**src/rtl/byte_unstriping.sv**
```systemverilog
// -----------------------------------------------------------------------------
// byte_unstriping
//
// Receive-side partner of the 4-lane byte striper. Each time the striper
// raises byteStripingVLD (rising edge only), the four lane bytes are captured
// as one 32-bit word into a small word FIFO. A two-state serializer
// (IDLE / SHIFT) pops words from the FIFO and emits them one byte per clock,
// lane 0 first, lane 3 last.
//
// Output handshake: byteUnstripingVLD is a pure valid strobe with no ready
// back-pressure. A byte is transferred on every clock where
// byteUnstripingVLD==1. The consumer throttles the stream only through ENB.
// While ENB==0, byteUnstripingVLD is 0 and byteUnstripingOUT / laneIndex
// hold their last values.
//
// Optional feature (macro UNSTRIPE_PARITY_EN):
//   When defined, adds parityOUT. This is the even-parity (XOR) bit of
//   byteUnstripingOUT, registered with the data. It is 0 in reset and holds
//   together with the data during stalls.
//
// Parameters:
//   DEPTH  FIFO depth in 32-bit words (power of two, 2..8)
//   CNT_W  width of fifoCount (must represent 0..DEPTH)
//
// Ports:
//   clk1Mhz            in   single clock, all logic on posedge
//   reset              in   synchronous, active-low (0 = reset)
//   ENB                in   serializer enable, 0 stalls byte output
//   stripedLane0..3    in   lane bytes, lane 0 is emitted first
//   byteStripingVLD    in   word-complete flag from the striper
//   byteUnstripingOUT  out  serialised byte
//   byteUnstripingVLD  out  byteUnstripingOUT valid this cycle
//   laneIndex          out  lane the current output byte came from
//   fifoCount          out  words currently stored, 0..DEPTH
//   overflow           out  sticky, a word was dropped on a full FIFO
//   parityOUT          out  (UNSTRIPE_PARITY_EN only) XOR of byteUnstripingOUT
// -----------------------------------------------------------------------------
module byte_unstriping #(
    parameter int DEPTH = 2,
    parameter int CNT_W = 4
) (
    input  logic             clk1Mhz,
    input  logic             reset,
    input  logic             ENB,
    input  logic [7:0]       stripedLane0,
    input  logic [7:0]       stripedLane1,
    input  logic [7:0]       stripedLane2,
    input  logic [7:0]       stripedLane3,
    input  logic             byteStripingVLD,
    output logic [7:0]       byteUnstripingOUT,
    output logic             byteUnstripingVLD,
    output logic [1:0]       laneIndex,
    output logic [CNT_W-1:0] fifoCount,
    output logic             overflow
`ifdef UNSTRIPE_PARITY_EN
    ,
    output logic             parityOUT
`endif
);

    localparam int PTR_W = (DEPTH > 1) ? $clog2(DEPTH) : 1;
    localparam logic [CNT_W-1:0] FULL_CNT = CNT_W'(DEPTH);

    typedef enum logic {
        IDLE  = 1'b0,
        SHIFT = 1'b1
    } state_t;

    // ------------------------------------------------------------------
    // Serializer state and output registers
    // ------------------------------------------------------------------
    state_t      state_q, state_d;
    logic [1:0]  cnt_q, cnt_d;
    logic [31:0] word_q, word_d;
    logic [7:0]  out_q, out_d;
    logic        out_vld_q, out_vld_d;
    logic [1:0]  lane_q, lane_d;
`ifdef UNSTRIPE_PARITY_EN
    logic        parity_q;
`endif

    // ------------------------------------------------------------------
    // Word FIFO
    // ------------------------------------------------------------------
    logic [31:0]      mem [DEPTH];
    logic [PTR_W-1:0] wr_ptr_q;
    logic [PTR_W-1:0] rd_ptr_q;
    logic [CNT_W-1:0] count_q;
    logic             overflow_q;

    // Previous byteStripingVLD, used to detect the rising edge.
    logic             vld_prev_q;

    logic             push_req;
    logic             push_ok;
    logic             pop;
    logic             fifo_empty;
    logic             fifo_full;
    logic [31:0]      head_word;

    // The striper may hold VLD high for several cycles. Only the 0->1
    // transition marks a new word.
    assign push_req   = byteStripingVLD & ~vld_prev_q;
    assign fifo_empty = (count_q == '0);
    assign fifo_full  = (count_q == FULL_CNT);
    assign head_word  = mem[rd_ptr_q];

    // A full FIFO still accepts a word when the serializer pops on the same
    // edge. That slot is read (old contents) before it is overwritten.
    assign push_ok = push_req & (~fifo_full | pop);

    function automatic logic [7:0] lane_byte(input logic [31:0] w,
                                             input logic [1:0]  idx);
        logic [7:0] b;
        case (idx)
            2'd0:    b = w[7:0];
            2'd1:    b = w[15:8];
            2'd2:    b = w[23:16];
            default: b = w[31:24];
        endcase
        return b;
    endfunction

    // ------------------------------------------------------------------
    // Serializer next-state / output logic
    // ------------------------------------------------------------------
    always_comb begin
        state_d   = state_q;
        cnt_d     = cnt_q;
        word_d    = word_q;
        out_d     = out_q;
        lane_d    = lane_q;
        out_vld_d = 1'b0;
        pop       = 1'b0;

        case (state_q)
            IDLE: begin
                // FIFO contents are read only after they are registered, so a
                // word pushed on this edge waits for the next edge.
                if (ENB && !fifo_empty) begin
                    pop       = 1'b1;
                    word_d    = head_word;
                    out_d     = head_word[7:0];
                    lane_d    = 2'd0;
                    cnt_d     = 2'd0;
                    out_vld_d = 1'b1;
                    state_d   = SHIFT;
                end
            end

            SHIFT: begin
                if (ENB) begin
                    if (cnt_q != 2'd3) begin
                        cnt_d     = cnt_q + 2'd1;
                        out_d     = lane_byte(word_q, cnt_q + 2'd1);
                        lane_d    = cnt_q + 2'd1;
                        out_vld_d = 1'b1;
                    end else if (!fifo_empty) begin
                        // Last lane just went out. Load the next word
                        // immediately so the byte stream has no gap.
                        pop       = 1'b1;
                        word_d    = head_word;
                        out_d     = head_word[7:0];
                        lane_d    = 2'd0;
                        cnt_d     = 2'd0;
                        out_vld_d = 1'b1;
                    end else begin
                        state_d = IDLE;
                    end
                end
                // ENB==0: everything holds, VLD drops (defaults above).
            end

            default: begin
                state_d = IDLE;
            end
        endcase
    end

    // ------------------------------------------------------------------
    // Serializer state register
    // ------------------------------------------------------------------
    always_ff @(posedge clk1Mhz) begin
        if (!reset) begin
            state_q   <= IDLE;
            cnt_q     <= 2'd0;
            word_q    <= 32'h0;
            out_q     <= 8'h00;
            out_vld_q <= 1'b0;
            lane_q    <= 2'd0;
        end else begin
            state_q   <= state_d;
            cnt_q     <= cnt_d;
            word_q    <= word_d;
            out_q     <= out_d;
            out_vld_q <= out_vld_d;
            lane_q    <= lane_d;
        end
    end

`ifdef UNSTRIPE_PARITY_EN
    // out_d equals out_q during stalls, so parity holds with the data.
    always_ff @(posedge clk1Mhz) begin
        if (!reset) begin
            parity_q <= 1'b0;
        end else begin
            parity_q <= ^out_d;
        end
    end
`endif

    // ------------------------------------------------------------------
    // FIFO control: pointers, occupancy, edge detect, sticky overflow
    // ------------------------------------------------------------------
    always_ff @(posedge clk1Mhz) begin
        if (!reset) begin
            wr_ptr_q   <= '0;
            rd_ptr_q   <= '0;
            count_q    <= '0;
            overflow_q <= 1'b0;
            vld_prev_q <= 1'b0;
        end else begin
            vld_prev_q <= byteStripingVLD;

            // DEPTH is a power of two, so pointers wrap naturally.
            if (push_ok) begin
                wr_ptr_q <= wr_ptr_q + PTR_W'(1);
            end
            if (pop) begin
                rd_ptr_q <= rd_ptr_q + PTR_W'(1);
            end

            case ({push_ok, pop})
                2'b10:   count_q <= count_q + CNT_W'(1);
                2'b01:   count_q <= count_q - CNT_W'(1);
                default: count_q <= count_q;
            endcase

            if (push_req && !push_ok) begin
                overflow_q <= 1'b1;
            end
        end
    end

    // Storage has no reset. Entries are only read after they are written.
    always_ff @(posedge clk1Mhz) begin
        if (reset && push_ok) begin
            mem[wr_ptr_q] <= {stripedLane3, stripedLane2, stripedLane1, stripedLane0};
        end
    end

    // ------------------------------------------------------------------
    // Outputs
    // ------------------------------------------------------------------
    assign byteUnstripingOUT = out_q;
    assign byteUnstripingVLD = out_vld_q;
    assign laneIndex         = lane_q;
    assign fifoCount         = count_q;
    assign overflow          = overflow_q;
`ifdef UNSTRIPE_PARITY_EN
    assign parityOUT         = parity_q;
`endif

endmodule

```
**config.mk**
```make
export PLATFORM = sky130hd
export DESIGN_NAME = byte_unstriping
export DESIGN_NICKNAME = d
export VERILOG_FILES = /design/src/rtl/byte_unstriping.sv
export SDC_FILE = /design/constraint.sdc
export NUM_CORES = 1
export LEC_CHECK = 0
export CAP_MARGIN = 20
export CORE_AREA = 2 2 108 89
export DETAILED_ROUTE_END_ITERATION = 12
export DIE_AREA = 0 0 110 91
export PLACE_DENSITY = 0.75
export SLEW_MARGIN = 0
export SYNTH_ARGS = -nofsm -noshare
export SYNTH_HDL_FRONTEND = slang
export SYNTH_SLANG_ARGS = --single-unit
```
**constraint.sdc**
```tcl
create_clock -name clk1Mhz -period 14.3 [get_ports clk1Mhz]
set_input_delay 2.86 -clock clk1Mhz [delete_from_list [all_inputs] [get_ports clk1Mhz]]
set_output_delay 2.86 -clock clk1Mhz [all_outputs]
set_load 0.02 [all_outputs]
```
# --- Word-level counts from Yosys, hierarchy flattened ---
# Memory sizes are Yosys's and may differ from the RTL's. A register that Yosys moved wholly into a read port is not among the register bits.
# Index checks and enable logic that the tools add are counted.
word_totals:
  reg_bits: 52
  latchBits: 0
  mem_bits_rw: 64
  rom_bits: 0
  in_bits: 36
  out_inout_bits: 16
  elab_cells: 74
  mem_count: 1
classes:
  add_sub_neg: 5
  mul: 0
  n_div: 0
  order_cmp: 0
  n_eq_ne: 11
  n_shift: 0
  n_mux: 31
  n_bitwise: 6
  n_reduce_logical: 10
mem_list:
  columns: ["name", "depth", "word_bits", "rd", "rd_clocked_by_memory_dff", "write_ports", "line_no", "rtl"]
  rows:
  - ["mem", 2, 32, 1, 1, 1, "85", "logic [31:0] mem [DEPTH];"]
op_table:
  columns: ["cell", "n"]
  rows:
  - ["$mux 32", 4]
  - ["$pmux 32 s2", 1]
  - ["$mux 8", 4]
  - ["$pmux 8 s3", 1]
  - ["$pmux 8 s2", 1]
  - ["$mux 1", 11]
  - ["$ne 2x2->1 const B", 5]
  - ["$mux 2", 4]
  - ["$pmux 4 s2", 1]
  - ["$pmux 1 s2", 3]
  - ["$add 4x1->4 const B", 1]
  - ["$eq 2x1->1 const B", 2]
  - ["$eq 2x2->1 const B", 2]
  - ["$eq 4x2->1 const B", 1]
  - ["$logic_not 4->1", 1]
  - ["$pmux 2 s2", 1]
  - ["$reduce_and 4->1", 1]
  - ["$sub 4x1->4 const B", 1]
  - ["$logic_and 1x1->1", 3]
  - ["$ne 3x2->1 const B", 1]
  - ["$not 1->1", 3]
  - ["$reduce_and 3->1", 1]
  - ["$add 1x1->1 const B", 2]
  - ["$add 2x1->2 const B", 1]
  - ["5 further kinds", 7]

# --- Logic depth before layout (Yosys ltp) ---
logic_depth:
  ltp_word: 10
  ltp_mapped: 11
  mapped_depth_nobuf: 10

# --- Least setup slack after synthesis ---
# OpenSTA, ideal clock, no wires.
synth_timing:
  kind: "input port to flip-flop"
  from: "input reset"
  to: "memory mem[1][0] (enable)"
  arrival_time_ps: 6495
  required_ps: 13787
  slack_ps: 7292
  stages: 3
  n_path_buf: 1
  cell_sequence: "inv_1 > clkbuf_1 > nor4b_1"
synth_between:
  elab_chain_len: 3
synth_rtl:
  columns: ["item", "line_no", "rtl"]
  rows:
  - ["from (decl)", "43", "input logic reset,"]
  - ["$logic_and 1x1->1", "247", "if (reset && push_ok) begin"]
  - ["$mux 1", "247", null]
  - ["$mux 1 (not written as such)", "248", "mem[wr_ptr_q] <= {stripedLane3, stripedLane2, stripedLane1, stripedLane0};"]
  - ["to (decl)", "85", null]
# Every way passes these cells.

# --- Worst setup path in the final report ---
layout_timing:
  from: "input ENB"
  to: "register count_q[3] (netlist: fifoCount[3])"
layout_between:
  elab_chain_len: 7
layout_rtl:
  columns: ["item", "line_no", "rtl"]
  rows:
  - ["from (decl)", "44", "input logic ENB,"]
  - ["$logic_and 1x1->1", "140", "if (ENB && !fifo_empty) begin"]
  - ["$mux 1", "140", null]
  - ["$pmux 1 s2 *", "136", "case (state_q)"]
  - ["$or 1x1->1", "110", "assign push_ok = push_req & (~fifo_full | pop);"]
  - ["$and 1x1->1", "110", null]
  - ["$eq 2x1->1 / $eq 2x2->1 (equally long branches)", "233", "case ({push_ok, pop})"]
  - ["$pmux 4 s2 / $reduce_bool 2->1 (equally long branches)", null, null]
  - ["to (signal assigned)", "234", "2'b10: count_q <= count_q + CNT_W'(1);"]
  - ["to (signal assigned)", "235", "2'b01: count_q <= count_q - CNT_W'(1);"]
  - ["to (signal assigned)", "236", "default: count_q <= count_q;"]
  - ["to (decl)", "88", "logic [CNT_W-1:0] count_q;"]
# Every way passes the cells marked *; elsewhere a longest branch is shown, timed or not.
# A chain may end at the register's enable or synchronous reset.

==> metrics.md <==
| Metric | Value |
|---|---|
| Clock Power Share | `18.5%` |
| Top FF cell, synth | `edfxtp_1` |
| Worst path top cell family by delay | `buffers and inverters` |
| Final setup fails | `0` |
| Num ports | `52` |
| Post-route setup slack | `9.52 ns` |
| Max Root-Sink Buffers | `2` |
| Setup CP Type | `in -> reg` |
| Worst path required time | `14.62 ns` |
| Fin Hold WS | `0.481 ns` |
| P&R area growth vs syn | `18.1%` |
| Clk sinks | `around 110` |
| Switching power | `317 uW` |
| Status | `complete, no violations` |
| Peak VDD IR | `80.3 uV` |
| Syn Std Cell Area | `0.00435 mm^2` |
| Synth top area share | `44.2%` |
| Seq cells post-synth | `roughly 110` |
| Sequential power share | `50.6%` |
| Synth warn | `0` |
| Routed WL per cell | `16.1 um` |
| Initial antenna violation count | `0` |
| Total track usage | `16.7%` |
| DRT iter0 DRCs | `177` |
| Worst path slowest cell | `clkdlybuf4s50_1` |
| Critical path capture point type | `register` |
| CP cell instances | `clkdlybuf4s50_1 > inv_2 > nor3_4 > nand2_1 > inv_2 > ha_1 > a21o_1 > a2111oi_0 > mux2i_1 > nand3_1` |
| Pleak | `about 0.0017 uW` |
| Setup tns final | `0 ns` |
| Global placement routability congestion | `between 0.8 and 0.9` |
| Post_cts resized | `0` |
| P per Cell Area | `about 180 mW/mm^2` |
| Max Freq | `209 MHz` |
| N_diodes | `0` |
| Vias | `around 2700` |
| Initial Utilization | `49.0%` |
| Maxcap violations | `0` |
| Worst clock skew | `0.0182 ns` |
| Overall Power | `935 uW` |
| Buf/Inv on CP | `3` |
| Largest net degree at the start of global routing | `54` |
| CTS Buf Count | `9` |
| H-tree levels | `3` |
| Max stage delay on crit path | `0.61 ns` |
| Final core occ | `between 50% and 60%` |
| Vias in the first global route | `2567` |
| CTS tree | `yes` |
| Port bufs | `51` |
| Share of cells above drive strength 1 | `8.18%` |
| Die area | `0.0100 mm^2` |
| Max-slew headroom | `33.3%` |
| Shortest period the worst path allows | `about 4.8 ns` |
| Post-synthesis cell type count | `45` |
| Post-synth EDFFs | `64` |
| Final wirelength | `7950 um` |
| Post-route DRC | `0` |
| Worst Path Arrival | `5.10 ns` |
| Detail Route Antenna Nets | `0` |
| Die width | `approximately 110 um` |
| Mapped Avg Cell Area | `~13 um^2` |
| Crit-path most repeated cell | `inv_2` |
| Drt pass-1 iters | `5` |
| Slew @ Worst Pin | `1.00 ns` |
| Asr flop ratio synth | `0%` |
| Worst R2R Path Depth | `10` |
| Layout net count | `417` |
| GRT Residual Overflow | `0` |
| Internal power | `617 uW` |
| Clock slew at reported path FFs | `0.10 ns` |
| Syn_nets | `372` |
| WHS Path Cells | `1` |
| # rows | `31` |
| Vias/cell | `5.51` |
| Die Height | `slightly above 90 um` |
| Worst skew pair latency | `between 0.3 and 0.4 ns` |
| Worst setup SP type | `input port` |
| Critical path peak fanout | `6` |
| Critical path depth | `10` |
| Dpl hpwl | `5210 um` |
| Count leader, synth | `edfxtp_1` |
| First-pass GRT wire length | `12600 um` |
| Mapped Cells | `329` |
| Core area | `0.00888 mm^2` |
| Area contributors post-synth | `edfxtp_1 44%, dfxtp_1 22%, mux2i_1 8.3%` |
| Sw frac | `34.0%` |
| Hold violation total from the final report | `0` |
| Cts hold-fix bufs | `0` |
| Area leader, netlist | `edfxtp_1` |
| Worst Hold Class | `reg -> reg` |
| Final period util | `33.4%` |
| Register area share after synthesis | `66.2%` |
| RSZ-0062 raised after global routing | `false` |
| Post-CTS setup buffer count | `0` |
| Comb pwr share | `30.9%` |
| Synth top cells by count | `64 x edfxtp_1, 48 x dfxtp_1, 36 x mux2i_1, 31 x nor2_1, 26 x a211oi_1` |
| Max-slew violation count | `0` |
| Place WS | `roughly 9.2 ns` |
| CTS root buf | `clkbuf_8` |
[sequential cells by signal, indices dropped and copies added (netlist names), named ones only]
signal / flops
overflow: 1
wr_ptr_q: 1
state_q: 1
rd_ptr_q: 1
byteUnstripingVLD: 1
vld_prev_q: 1
mem: 64
word_q: 27
byteUnstripingOUT: 8
fifoCount: 4
laneIndex: 2
[metal layers]
| metal | wire length, um | global-route usage (%) | vias up |
|---|---|---|---|
| li1 | - | - | 1320 |
| met1 | 3580 | 22.3 | 1324 |
| met2 | 3810 | 26.0 | 71 |
| met3 | 489 | 6.03 | 5 |
| met4 | 61 | 4.22 | 0 |
| met5 | 0 | 0 | - |
[cells in the final DEF, fill, tap and decap left out, types with 3 or more instances in the layout]
cell type,netlist,routed
a22oi_1,5,5
o211ai_1,5,5
nand3_1,4,4
clkdlybuf4s50_1,0,51
a32o_1,8,8
clkbuf_8,0,10
nand2b_1,3,3
nor2_1,31,31
inv_1,5,5
a211oi_1,26,26
a21oi_1,6,6
mux2i_1,36,36
edfxtp_1,64,64
dfxtp_1,48,47
ha_1,6,6
o22ai_1,3,3
nand2_1,23,23
a222oi_1,3,3
nor3b_1,3,3
buf_4,1,4
[path summary, 6_finish.rpt]
| kind | startpoint | slack, ns | endpoint |
|---|---|---|---|
| setup / recovery | ENB | 9.52 | fifoCount[3]$_SDFFE_PN0P_ |
| hold / removal | overflow$_SDFFE_PN0P_ | 0.48 | overflow$_SDFFE_PN0P_ |
| setup reg to reg | laneIndex[0]$_SDFFE_PN0P_ | 11.62 | fifoCount[3]$_SDFFE_PN0P_ |
| hold reg to reg | overflow$_SDFFE_PN0P_ | 0.48 | overflow$_SDFFE_PN0P_ |
[power groups by stage]
stage / clock [uW] / sequential (uW) / combinational, uW
2_1_floorplan: 0 / 467 / 209
4_1_cts: 178 / 474 / 290
3_5_place_dp: 0 / 481 / 288
5_1_grt: 192 / 483 / 319
6_report: 173 / 473 / 289
3_3_place_gp: 0 / 477 / 280
[metrics by stage]
| stage | area [um^2] | cells |
|---|---|---|
| after global placement | 4960 | 477 |
| after CTS | 5140 | 494 |
| after floorplan | 4350 | 329 |
| after detailed placement | 4960 | 478 |
| final | 5140 | 494 |
| after global routing | 5140 | 494 |
[cells by family after synthesis]
logic type,after synthesis,synth area share [%]
compound gates,65,11.4
xor+xnor,2,0.402
fa+ha+maj,7,2.18
buf+inv,29,2.76
flops,112,66.2
mux,36,8.28
simple gates,78,8.74
[cell type report]
class	instances	area, um^2
inverter	7	26.3
multi-input combinational	188	1360
clock inverter	5	38.8
timing repair buffer	56	546
tap	115	144
fill	730	3740
sequential	112	2880
clock buffer	11	141
Note: power is estimated with default switching activity, not from simulation.
